===== config.mk =====
export PLATFORM = sky130hd
export DESIGN_NAME = conv_pool
export DESIGN_NICKNAME = d
export VERILOG_FILES = /design/src/rtl/conv_pkg.sv /design/src/rtl/pool_line_buf.sv /design/src/rtl/conv_pool.sv
export SDC_FILE = /design/constraint.sdc
export NUM_CORES = 1
export LEC_CHECK = 0
export CAP_MARGIN = 20
export CORE_UTILIZATION = 40
export CTS_CLUSTER_SIZE = 20
export DETAILED_ROUTE_END_ITERATION = 16
export GPL_TIMING_DRIVEN = 1
export SETUP_SLACK_MARGIN = 0.05
export SYNTH_ARGS = -nofsm -noshare
export SYNTH_HDL_FRONTEND = slang
export SYNTH_SLANG_ARGS = --single-unit
export TNS_END_PERCENT = 1

===== constraint.sdc =====
create_clock -name clk -period 9.05 [get_ports clk]
set_clock_uncertainty 0.05 [all_clocks]
set_input_delay 1.81 -clock clk [delete_from_list [all_inputs] [get_ports clk]]
set_output_delay 1.81 -clock clk [all_outputs]
set_load 0.1 [all_outputs]

===== src/rtl/conv_pkg.sv =====
// Shared defaults and types for the conv-core post-processing blocks.
package conv_pkg;
  localparam int DATA_W_DEF = 32;
  localparam int FMAP_W_DEF = 8;
  localparam int FMAP_H_DEF = 8;

  typedef logic signed [DATA_W_DEF-1:0] data_t;

  // Pool FSM tracks which row of a 2x2 window is streaming in.
  typedef enum logic {
    ST_TOP = 1'b0,
    ST_BOT = 1'b1
  } pool_state_e;
endpackage


===== src/rtl/pool_line_buf.sv =====
// Line buffer holding per-window max of the top row; one write, one async read.
// Not reset: every entry is written in the top row before the bottom row reads it.
module pool_line_buf #(
  parameter int DATA_W = 32,
  parameter int DEPTH  = 4,
  parameter int AW     = (DEPTH > 1) ? $clog2(DEPTH) : 1
) (
  input  logic              clk,
  input  logic              we,
  input  logic [AW-1:0]     waddr,
  input  logic [DATA_W-1:0] wdata,
  input  logic [AW-1:0]     raddr,
  output logic [DATA_W-1:0] rdata
);
  logic [DATA_W-1:0] mem [DEPTH];

  // Storage write.
  always_ff @(posedge clk) begin
    if (we) mem[waddr] <= wdata;
  end

  assign rdata = mem[raddr];
endmodule


===== src/rtl/conv_pool.sv =====
// 2x2 max pool (stride 2) with optional ReLU on a raster-ordered conv result stream.
module conv_pool import conv_pkg::*; #(
  parameter int DATA_W = DATA_W_DEF,
  parameter int FMAP_W = FMAP_W_DEF,
  parameter int FMAP_H = FMAP_H_DEF
) (
  input  logic              clk,
  input  logic              rst,
  input  logic [DATA_W-1:0] in_data,
  input  logic              in_valid,
  input  logic              relu_en,
  output logic [DATA_W-1:0] out_data,
  output logic              out_valid,
  output logic              frame_done
);
  localparam int COL_W = (FMAP_W > 2) ? $clog2(FMAP_W) : 1;
  localparam int ROW_W = (FMAP_H > 2) ? $clog2(FMAP_H) : 1;
  localparam int DEPTH = FMAP_W / 2;
  localparam int AW    = (DEPTH > 1) ? $clog2(DEPTH) : 1;

  if (FMAP_W % 2 != 0) begin : g_chk_w
    $error("conv_pool: FMAP_W must be even");
  end
  if (FMAP_H % 2 != 0) begin : g_chk_h
    $error("conv_pool: FMAP_H must be even");
  end

  function automatic logic signed [DATA_W-1:0] smax(
    input logic signed [DATA_W-1:0] a,
    input logic signed [DATA_W-1:0] b
  );
    return (a > b) ? a : b;
  endfunction

  pool_state_e              state_q, state_d;
  logic [COL_W-1:0]         col_q, col_d;
  logic [ROW_W-1:0]         row_q, row_d;
  logic signed [DATA_W-1:0] pair_q, pair_d;
  logic signed [DATA_W-1:0] out_data_q, out_data_d;
  logic                     out_valid_q, out_valid_d;
  logic                     frame_done_q, frame_done_d;

  logic                     lb_we;
  logic [AW-1:0]            lb_addr;
  logic signed [DATA_W-1:0] lb_wdata, lb_rdata, res, din;
  logic                     col_last, row_last;

  assign din      = $signed(in_data);
  assign lb_addr  = AW'(col_q >> 1);
  assign col_last = (col_q == COL_W'(FMAP_W - 1));
  assign row_last = (row_q == ROW_W'(FMAP_H - 1));

  pool_line_buf #(.DATA_W(DATA_W), .DEPTH(DEPTH), .AW(AW)) u_line_buf (
    .clk   (clk),
    .we    (lb_we),
    .waddr (lb_addr),
    .wdata (lb_wdata),
    .raddr (lb_addr),
    .rdata (lb_rdata)
  );

  // Counters, FSM, compare tree and output staging; everything holds without in_valid.
  always_comb begin
    state_d      = state_q;
    col_d        = col_q;
    row_d        = row_q;
    pair_d       = pair_q;
    out_data_d   = out_data_q;
    out_valid_d  = 1'b0;
    frame_done_d = 1'b0;
    lb_we        = 1'b0;
    lb_wdata     = smax(pair_q, din);
    res          = smax(lb_wdata, lb_rdata);
    if (in_valid) begin
      if (!col_q[0]) begin
        pair_d = din;
      end else if (state_q == ST_TOP) begin
        lb_we = 1'b1;
      end else begin
        out_data_d   = (relu_en && res < 0) ? '0 : res;
        out_valid_d  = 1'b1;
        frame_done_d = row_last && col_last;
      end
      if (col_last) begin
        col_d   = '0;
        row_d   = row_last ? '0 : row_q + 1'b1;
        state_d = (state_q == ST_TOP) ? ST_BOT : ST_TOP;
      end else begin
        col_d = col_q + 1'b1;
      end
    end
  end

  // State and output registers.
  always_ff @(posedge clk or posedge rst) begin
    if (rst) begin
      state_q      <= ST_TOP;
      col_q        <= '0;
      row_q        <= '0;
      pair_q       <= '0;
      out_data_q   <= '0;
      out_valid_q  <= 1'b0;
      frame_done_q <= 1'b0;
    end else begin
      state_q      <= state_d;
      col_q        <= col_d;
      row_q        <= row_d;
      pair_q       <= pair_d;
      out_data_q   <= out_data_d;
      out_valid_q  <= out_valid_d;
      frame_done_q <= frame_done_d;
    end
  end

  assign out_data   = out_data_q;
  assign out_valid  = out_valid_q;
  assign frame_done = frame_done_q;
endmodule


==> implementation parameters, run 1 <==
Parameter                              Value

Synth
  Mux cell area share after synthesis ... 11.4%
  Compound-cell area share of the yosys netlist ... 10.8%
  Proportion of synthesized chip area in sequential cells ... 57.3%
  Flip-flop and latch count after synthesis ... 201
  Net Count, Synth ... 883
  Netlist area before placement ... 0.00989 mm2
  Synthesis warning total ... 0
  Xor-xnor portion of the synthesized cell area ... 0.0885%
  Simple-gate share of the synthesized area ... 7.48%
  Asr flop ratio synth ... 36.3%
  Cells after synthesis ... 780
  Combinational family with the most area after synthesis ... multiplexers
  Area share of fa/ha/maj cells after synthesis ... 8.47%
  Flip-flop cell with the highest count after synthesis ... edfxtp_1
  Count of unique library cells instantiated by Yosys ... 50
  Mean instance size in the synthesized netlist ... 12.7 um2
  EDFF count, synth ... 128

Setup path
  Worst Path Arrival ... 8.44 ns
  Chain of cells forming the critical path ... clkdlybuf4s50_1, inv_1, ha_1, nand4_1, nor4_1, a21boi_1, a211oi_4, buf_12, nor2_1, a21oi_1, inv_1, ha_1, and3_1, nand3_1, or2_2, o2111a_1, o2111a_1, or3_1, a31oi_2, a211oi_4, buf_4, o31ai_1
  Reg-to-reg critical path startpoint ... pair_q[31]
  Critical Path Start Type ... primary input
  Critical Setup Path Class ... primary input to flop
  Critical path fanouts, max ... 61
  CP max stage delay ... 0.67 ns
  Cell count of the worst reg-to-reg path ... 20
  Reg2reg setup slack ... 2.41 ns
  Crit end category ... flop
  Library cell contributing the largest single delay on the critical path ... nor4_1
  CP required ... 9.40 ns
  Capture instance of the worst register-to-register path ... out_data[22]

Clock network
  Number of H-tree levels ... 1
  CTS Buffer Depth ... 3
  Number of gates resized after CTS ... 0
  Setup Buffers After CTS ... 0
  Number of CTS-inserted buffers ... 22
  Cts hold-fix bufs ... 0
  Root buffer selected by CTS ... clkbuf_16
  Clock-pin slew on the worst setup and hold paths ... 0.06 ns
  # clock sinks ... 201
  Clock tree from TritonCTS ... yes
  Clock Latency Late Sink ... 0.51 ns

Final layout
  Synth-to-layout area growth ... 19.8%
  Register area ... 0.00567 mm2
  Proportion of layout cells with a drive suffix above 1 ... 16.7%
  Antenna Diode Count ... 0
  Multi-input combinational cell area ... 0.00381 mm2
  Non-filler instance count after layout ... 1209
  Post-layout utilization of the core ... 48.7%
  Net count of the finished layout ... 972
  Fill cell count ... 2149

Status
  Violated checks ... design-rule violations
  Run status ... finished, violations left

Route
  Number of search-and-repair iterations in the first detailed-routing pass ... 11
  Count of antenna-violating nets left after detailed routing ... 0
  Total wire length after detailed routing ... 22.5 mm
  Detailed Route Iter0 Violations ... 370
  Detail-routed net length per standard cell ... 18.6 um
  DRC errors left ... 2
  Via count ... 6450
  Routed vias/inst ... 5.33

STA
  Final hold vios ... 0
  Ratio of final minimum period to clock period ... 89.4%
  Minimum clock period after layout ... 8.10 ns
  Final Max Slew Viols ... 0
  Transition time at the pin with the least slew margin ... 1.02 ns
  Max frequency ... 124 MHz
  Headroom to the max-slew limit ... 31.8%
  Number of setup violations in the final report ... 0
  Total negative slack for setup checks ... 0 ns
  RSZ-0062 raised after global routing ... no

GRT
  Pin count of the biggest net entering global routing ... 62
  Aggregate global routing overflow ... 0
  Total routing usage reported by global routing ... 17.9%
  First-pass GRT wire length ... 35.7 mm
  Vias in the first global route ... 6426
  Number of antenna violations at the first check in global routing ... 0

Flow run
  Max-cap violations ... 0

Floorplanning
  Area of the core ... 0.0243 mm2
  Die outline area ... 0.0254 mm2
  Floorplan die width ... 159 um
  Num rows ... 57
  Die Y ... 159 um
  I/O pin total ... 70
  Initial core utilization ... 40.7%

Worst hold path
  Source of the worst hold timing path ... out_data[9]
  Worst min-delay path endpoint ... out_data[9]
  Number of stages on the worst hold path ... 2
  Classification of the worst-slack hold path ... flop to flop

Placed design
  Port Buffer Count ... 69
  Final HPWL from detailed placement ... 15.1 mm
  Final weighted congestion in routability-driven placement ... 0.811
  Total instance count after detailed placement ... 1169
[layout make-up]
cell class | instances | area share [%]
clock buffer | 30 | 5.42
clock inverter | 10 | 0.876
inverter | 75 | 2.39
multi-input combinational | 469 | 32.2
sequential | 201 | 47.9
tap | 324 | 3.42
timing repair buffer | 100 | 7.90
[how the worst max path moves through the flow]
stage / end / cells after the start / start
after floorplan: out_data[1] / 24 / in_data[31]
after global placement: out_data[1] / 22 / in_data[31]
after detailed placement: out_data[28] / 22 / in_data[31]
after CTS: out_data[22] / 22 / in_data[31]
after global routing: out_data[21] / 22 / in_data[31]
final: out_data[22] / 22 / in_data[31]
[cell usage after synthesis (all sizes together), types with 8 or more instances]
| cell | number | area, um2 |
|---|---|---|
| a211oi | 9 | 80.1 |
| a21o | 8 | 60.1 |
| a21oi | 32 | 160 |
| and3 | 8 | 50.1 |
| buf | 12 | 73.8 |
| clkbuf | 23 | 86.3 |
| dfrtp | 73 | 1830 |
| edfxtp | 128 | 3840 |
| ha | 67 | 838 |
| inv | 75 | 282 |
| mux2 | 36 | 405 |
| mux4 | 32 | 721 |
| nand2 | 84 | 315 |
| nand4 | 10 | 62.6 |
| nor2 | 37 | 139 |
| o21ai | 69 | 345 |
| o31ai | 26 | 195 |
[cells in the final DEF (no fill, tap or decap), types with 4 or more instances in the layout]
| master | instances |
|---|---|
| a21oi_1 | 32 |
| and3_1 | 8 |
| o21ai_0 | 66 |
| nand2_1 | 84 |
| clkinv_2 | 5 |
| nand3_1 | 4 |
| ha_1 | 67 |
| nor2_1 | 37 |
| clkbuf_16 | 23 |
| nand4_1 | 10 |
| buf_4 | 30 |
| clkdlybuf4s50_1 | 69 |
| o31ai_1 | 26 |
| mux2_2 | 36 |
| and4_1 | 5 |
| inv_1 | 74 |
| dfrtp_1 | 72 |
| a21o_1 | 8 |
| clkbuf_8 | 4 |
| edfxtp_1 | 128 |
| mux4_2 | 32 |
| a211oi_1 | 7 |
| nor3_1 | 5 |
[kinds of logic (layout without fill, tap and decap cells)]
kind of cell / after synthesis / count (layout)
DFF: 201 / 201
AOI/OAI and AO/OA: 167 / 167
and+or+nand+nor: 166 / 166
buffers and inverters: 110 / 215
muxes: 68 / 68
adders and majority gates: 67 / 67
xor gates and xnor gates: 1 / 1
[per-stage QoR]
step | instance area [um2] | hold slack (ns) | setup slack (ns)
3_3_place_gp | 11100 | 0.412 | 0.668
3_5_place_dp | 11100 | 0.422 | 0.455
5_1_grt | 11900 | 0.465 | 0.573
6_report | 11900 | 0.427 | 0.955
2_1_floorplan | 9890 | 0.430 | 2.08
4_1_cts | 11900 | 0.435 | 0.976
[sequential cells by signal, indices dropped and copies added, names as in the netlist]
signal,cells
u_line_buf.mem,128
out_data,32
pair_q,32
col_q,3
row_q,3
frame_done,1
out_valid,1
state_q,1
[critical path: cells and delay by family]
family                   cells  cell delay [ns]
AND/OR/NAND/NOR              7             1.96
buffers and inverters        5             1.34
adder cells (fa/ha/maj)      2             0.91
AO/OA/AOI/OAI                8             2.39
[routing by layer]
metal / track usage [%] / routed length, um
met5: 0 / 0
met3: 2.16 / 1080
met4: 4.11 / 291
met2: 28.7 / 10500
met1: 26.1 / 10700
Power of run 1 is not shown: default switching activity piles up to over one toggle a cycle in this logic, so the estimate is an artifact.
==> run 2, diff against run 1 <==
--- a/config.mk
+++ b/config.mk
@@ -6,12 +6,14 @@
 export NUM_CORES = 1
 export LEC_CHECK = 0
 export CAP_MARGIN = 20
-export CORE_UTILIZATION = 40
+export CORE_UTILIZATION = 54
 export CTS_CLUSTER_SIZE = 20
 export DETAILED_ROUTE_END_ITERATION = 16
 export GPL_TIMING_DRIVEN = 1
+export PLACE_DENSITY = 0.74
 export SETUP_SLACK_MARGIN = 0.05
 export SYNTH_ARGS = -nofsm -noshare
 export SYNTH_HDL_FRONTEND = slang
+export SYNTH_HIERARCHICAL = 1
 export SYNTH_SLANG_ARGS = --single-unit
 export TNS_END_PERCENT = 1
==> run 2 against run 1 <==
The run now ends clean; setup slack improved by 0.45 ns; area after synthesis increased by 11%; cell count increased by 2.5%; critical endpoint is now out_data[30]; highest routed layer unchanged.
==> implementation parameters, run 2 <==
Parameter                              Value

Status
  Run status ... finished clean

Final layout
  Antenna Diode Count ... 0
  Most frequent standard cell in the layout excluding fill and tap cells ... edfxtp_1
  Flip-flop count of the largest register, all copies and words added ... 128
  Post-route cell area ... 0.0126 mm2
  Synth-to-layout area growth ... 15.0%
  Most used cells in the layout excluding fill and tap cells ... 128 x edfxtp_1, 72 x dfrtp_1, 69 x nor2_1, 69 x inv_1, 69 x clkdlybuf4s50_1
  Proportion of layout cells with a drive suffix above 1 ... 16.6%
  Net count of the finished layout ... 1062
  Non-filler instance count after layout ... 1239
  Largest Register ... u_line_buf/mem

Floorplanning
  Initial core utilization ... 55.7%
  Die Y ... 145 um
  I/O pin total ... 70
  Floorplan die width ... 145 um
  Num rows ... 51
  Area of the core ... 0.0197 mm2
  Die outline area ... 0.0209 mm2

Synth
  Flip-flop and latch count after synthesis ... 201
  Proportion of synthesized chip area in sequential cells ... 51.7%
  Net Count, Synth ... 1007
  Cells after synthesis ... 903
  Cell types occupying the most area after synthesis ... edfxtp_1 35%, dfrtp_1 17%, ha_1 7.8%
  Count of unique library cells instantiated by Yosys ... 45
  Most common cell in the synthesized netlist ... edfxtp_1
  Flip-flop cell with the highest count after synthesis ... edfxtp_1
  Largest area contributor in the synthesized netlist ... edfxtp_1
  EDFF count, synth ... 128
  Mean instance size in the synthesized netlist ... 12.2 um2
  Netlist area before placement ... 0.0110 mm2
  Most numerous cell types in the synthesized netlist ... 128 x edfxtp_1, 73 x dfrtp_1, 70 x inv_1, 70 x nor2_1, 68 x ha_1
  Synthesis warning total ... 6
  Area share of the largest cell type after synthesis ... 35.0%
  Asr flop ratio synth ... 36.3%

Clock network
  # clock sinks ... 201
  Clock Latency Late Sink ... 0.50 ns
  Clock tree from TritonCTS ... yes
  Setup Buffers After CTS ... 0
  Number of H-tree levels ... 1
  Clock-pin slew on the worst setup and hold paths ... 0.06 ns
  Number of CTS-inserted buffers ... 22
  Root buffer selected by CTS ... clkbuf_16
  CTS Buffer Depth ... 3
  Number of gates resized after CTS ... 0
  Cts hold-fix bufs ... 0

GRT
  Number of antenna violations at the first check in global routing ... 0
  Aggregate global routing overflow ... 0
  Vias in the first global route ... 7294
  First-pass GRT wire length ... 40.6 mm
  Pin count of the biggest net entering global routing ... 94
  Total routing usage reported by global routing ... 26.0%

Placed design
  Total instance count after detailed placement ... 1199
  Total cell area at the placement stage ... 0.0119 mm2
  Port Buffer Count ... 69
  Final HPWL from detailed placement ... 17.8 mm
  Final weighted congestion in routability-driven placement ... 0.857

Worst hold path
  Classification of the worst-slack hold path ... flop to flop

Route
  DRC errors left ... 0
  Routed vias/inst ... 6.14
  Detailed Route Iter0 Violations ... 600
  Count of antenna-violating nets left after detailed routing ... 0
  Number of search-and-repair iterations in the first detailed-routing pass ... 4
  Total wire length after detailed routing ... 25.8 mm
  Detail-routed net length per standard cell ... 20.8 um
  Via count ... 7611

STA
  RSZ-0062 raised after global routing ... no
  Headroom to the max-slew limit ... 28.6%
  Transition time at the pin with the least slew margin ... 1.07 ns
  Final Max Slew Viols ... 0
  Final hold vios ... 0
  Ratio of final minimum period to clock period ... 84.5%
  Minimum clock period after layout ... 7.65 ns
  Max frequency ... 131 MHz
  Post-Route Hold Slack ... 0.446 ns
  Number of setup violations in the final report ... 0
  Total negative slack for setup checks ... 0 ns

Setup path
  Library cell contributing the largest single delay on the critical path ... and3_2
  Critical Path Start Type ... primary input
  Critical path fanouts, max ... 31
  Crit path buf inv count ... 3
  CP max stage delay ... 0.82 ns
  Chain of cells forming the critical path ... clkdlybuf4s50_1, inv_1, ha_1, nand4_1, nor3_1, a22oi_1, and2_1, nand2_1, buf_4, a2bb2oi_1, o21ai_0, nor2_1, ha_1, a21oi_1, o21ai_0, a211oi_1, nand3_1, mux2_2, mux2_2, and3_2, a211oi_1
  CP required ... 9.33 ns
  Crit path max-delay family ... simple AND/OR/NAND/NOR gates
  Critical Setup Path Class ... primary input to flop
  Crit end category ... flop
  Worst Path Arrival ... 7.93 ns

Flow run
  Max-cap violations ... 0
==> run 2: stage by stage <==
stage	util (%)	setup slack [ns]
detailed placement	60.2	0.992
finish	64.0	1.40
global placement	60.2	1.07
floorplan	-	2.72
CTS	64.0	1.49
global route	64.0	0.947
==> run 2: final cells by class <==
class,instances,area [um2]
multi-input cells,575,4760
clock inverters,14,178
well taps,265,332
repair buffers,88,833
inverters,70,264
flip-flops and latches,201,5670
fillers,1455,7090
clock buffers,26,587
==> run 2: metal layers <==
metal	GRT usage, %	part of all wire [%]	up-vias
li1	-	-	3539
met1	39.3	46	3765
met2	39.8	46	261
met3	2.75	6.2	46
met4	7.42	2.2	0
met5	0	0	-
==> run 2: path summary, 6_finish.rpt <==
kind                        startpoint           end  slack, ns  cells after the start
hold reg to reg                state_q       state_q       0.45                      1
min in group asynchronous          rst     pair_q[0]       1.87                      3
setup reg to reg            pair_q[31]  out_data[30]       2.86                     19
hold / removal                 state_q       state_q       0.45                      1
setup / recovery           in_data[29]  out_data[30]       1.40                     21
max in group asynchronous          rst      col_q[1]       6.38                      3
==> run 2: cell families after synthesis <==
kind of cell / after synthesis / synth area share [%]
DFF: 201 / 51.7
muxes: 71 / 10.6
adders and majority gates: 68 / 7.75
buffers and inverters: 127 / 5.19
and+or+nand+nor: 226 / 10.0
xor gates and xnor gates: 1 / 0.0798
AOI/OAI and AO/OA: 209 / 14.7
Power of run 2 is left out for the same reason.
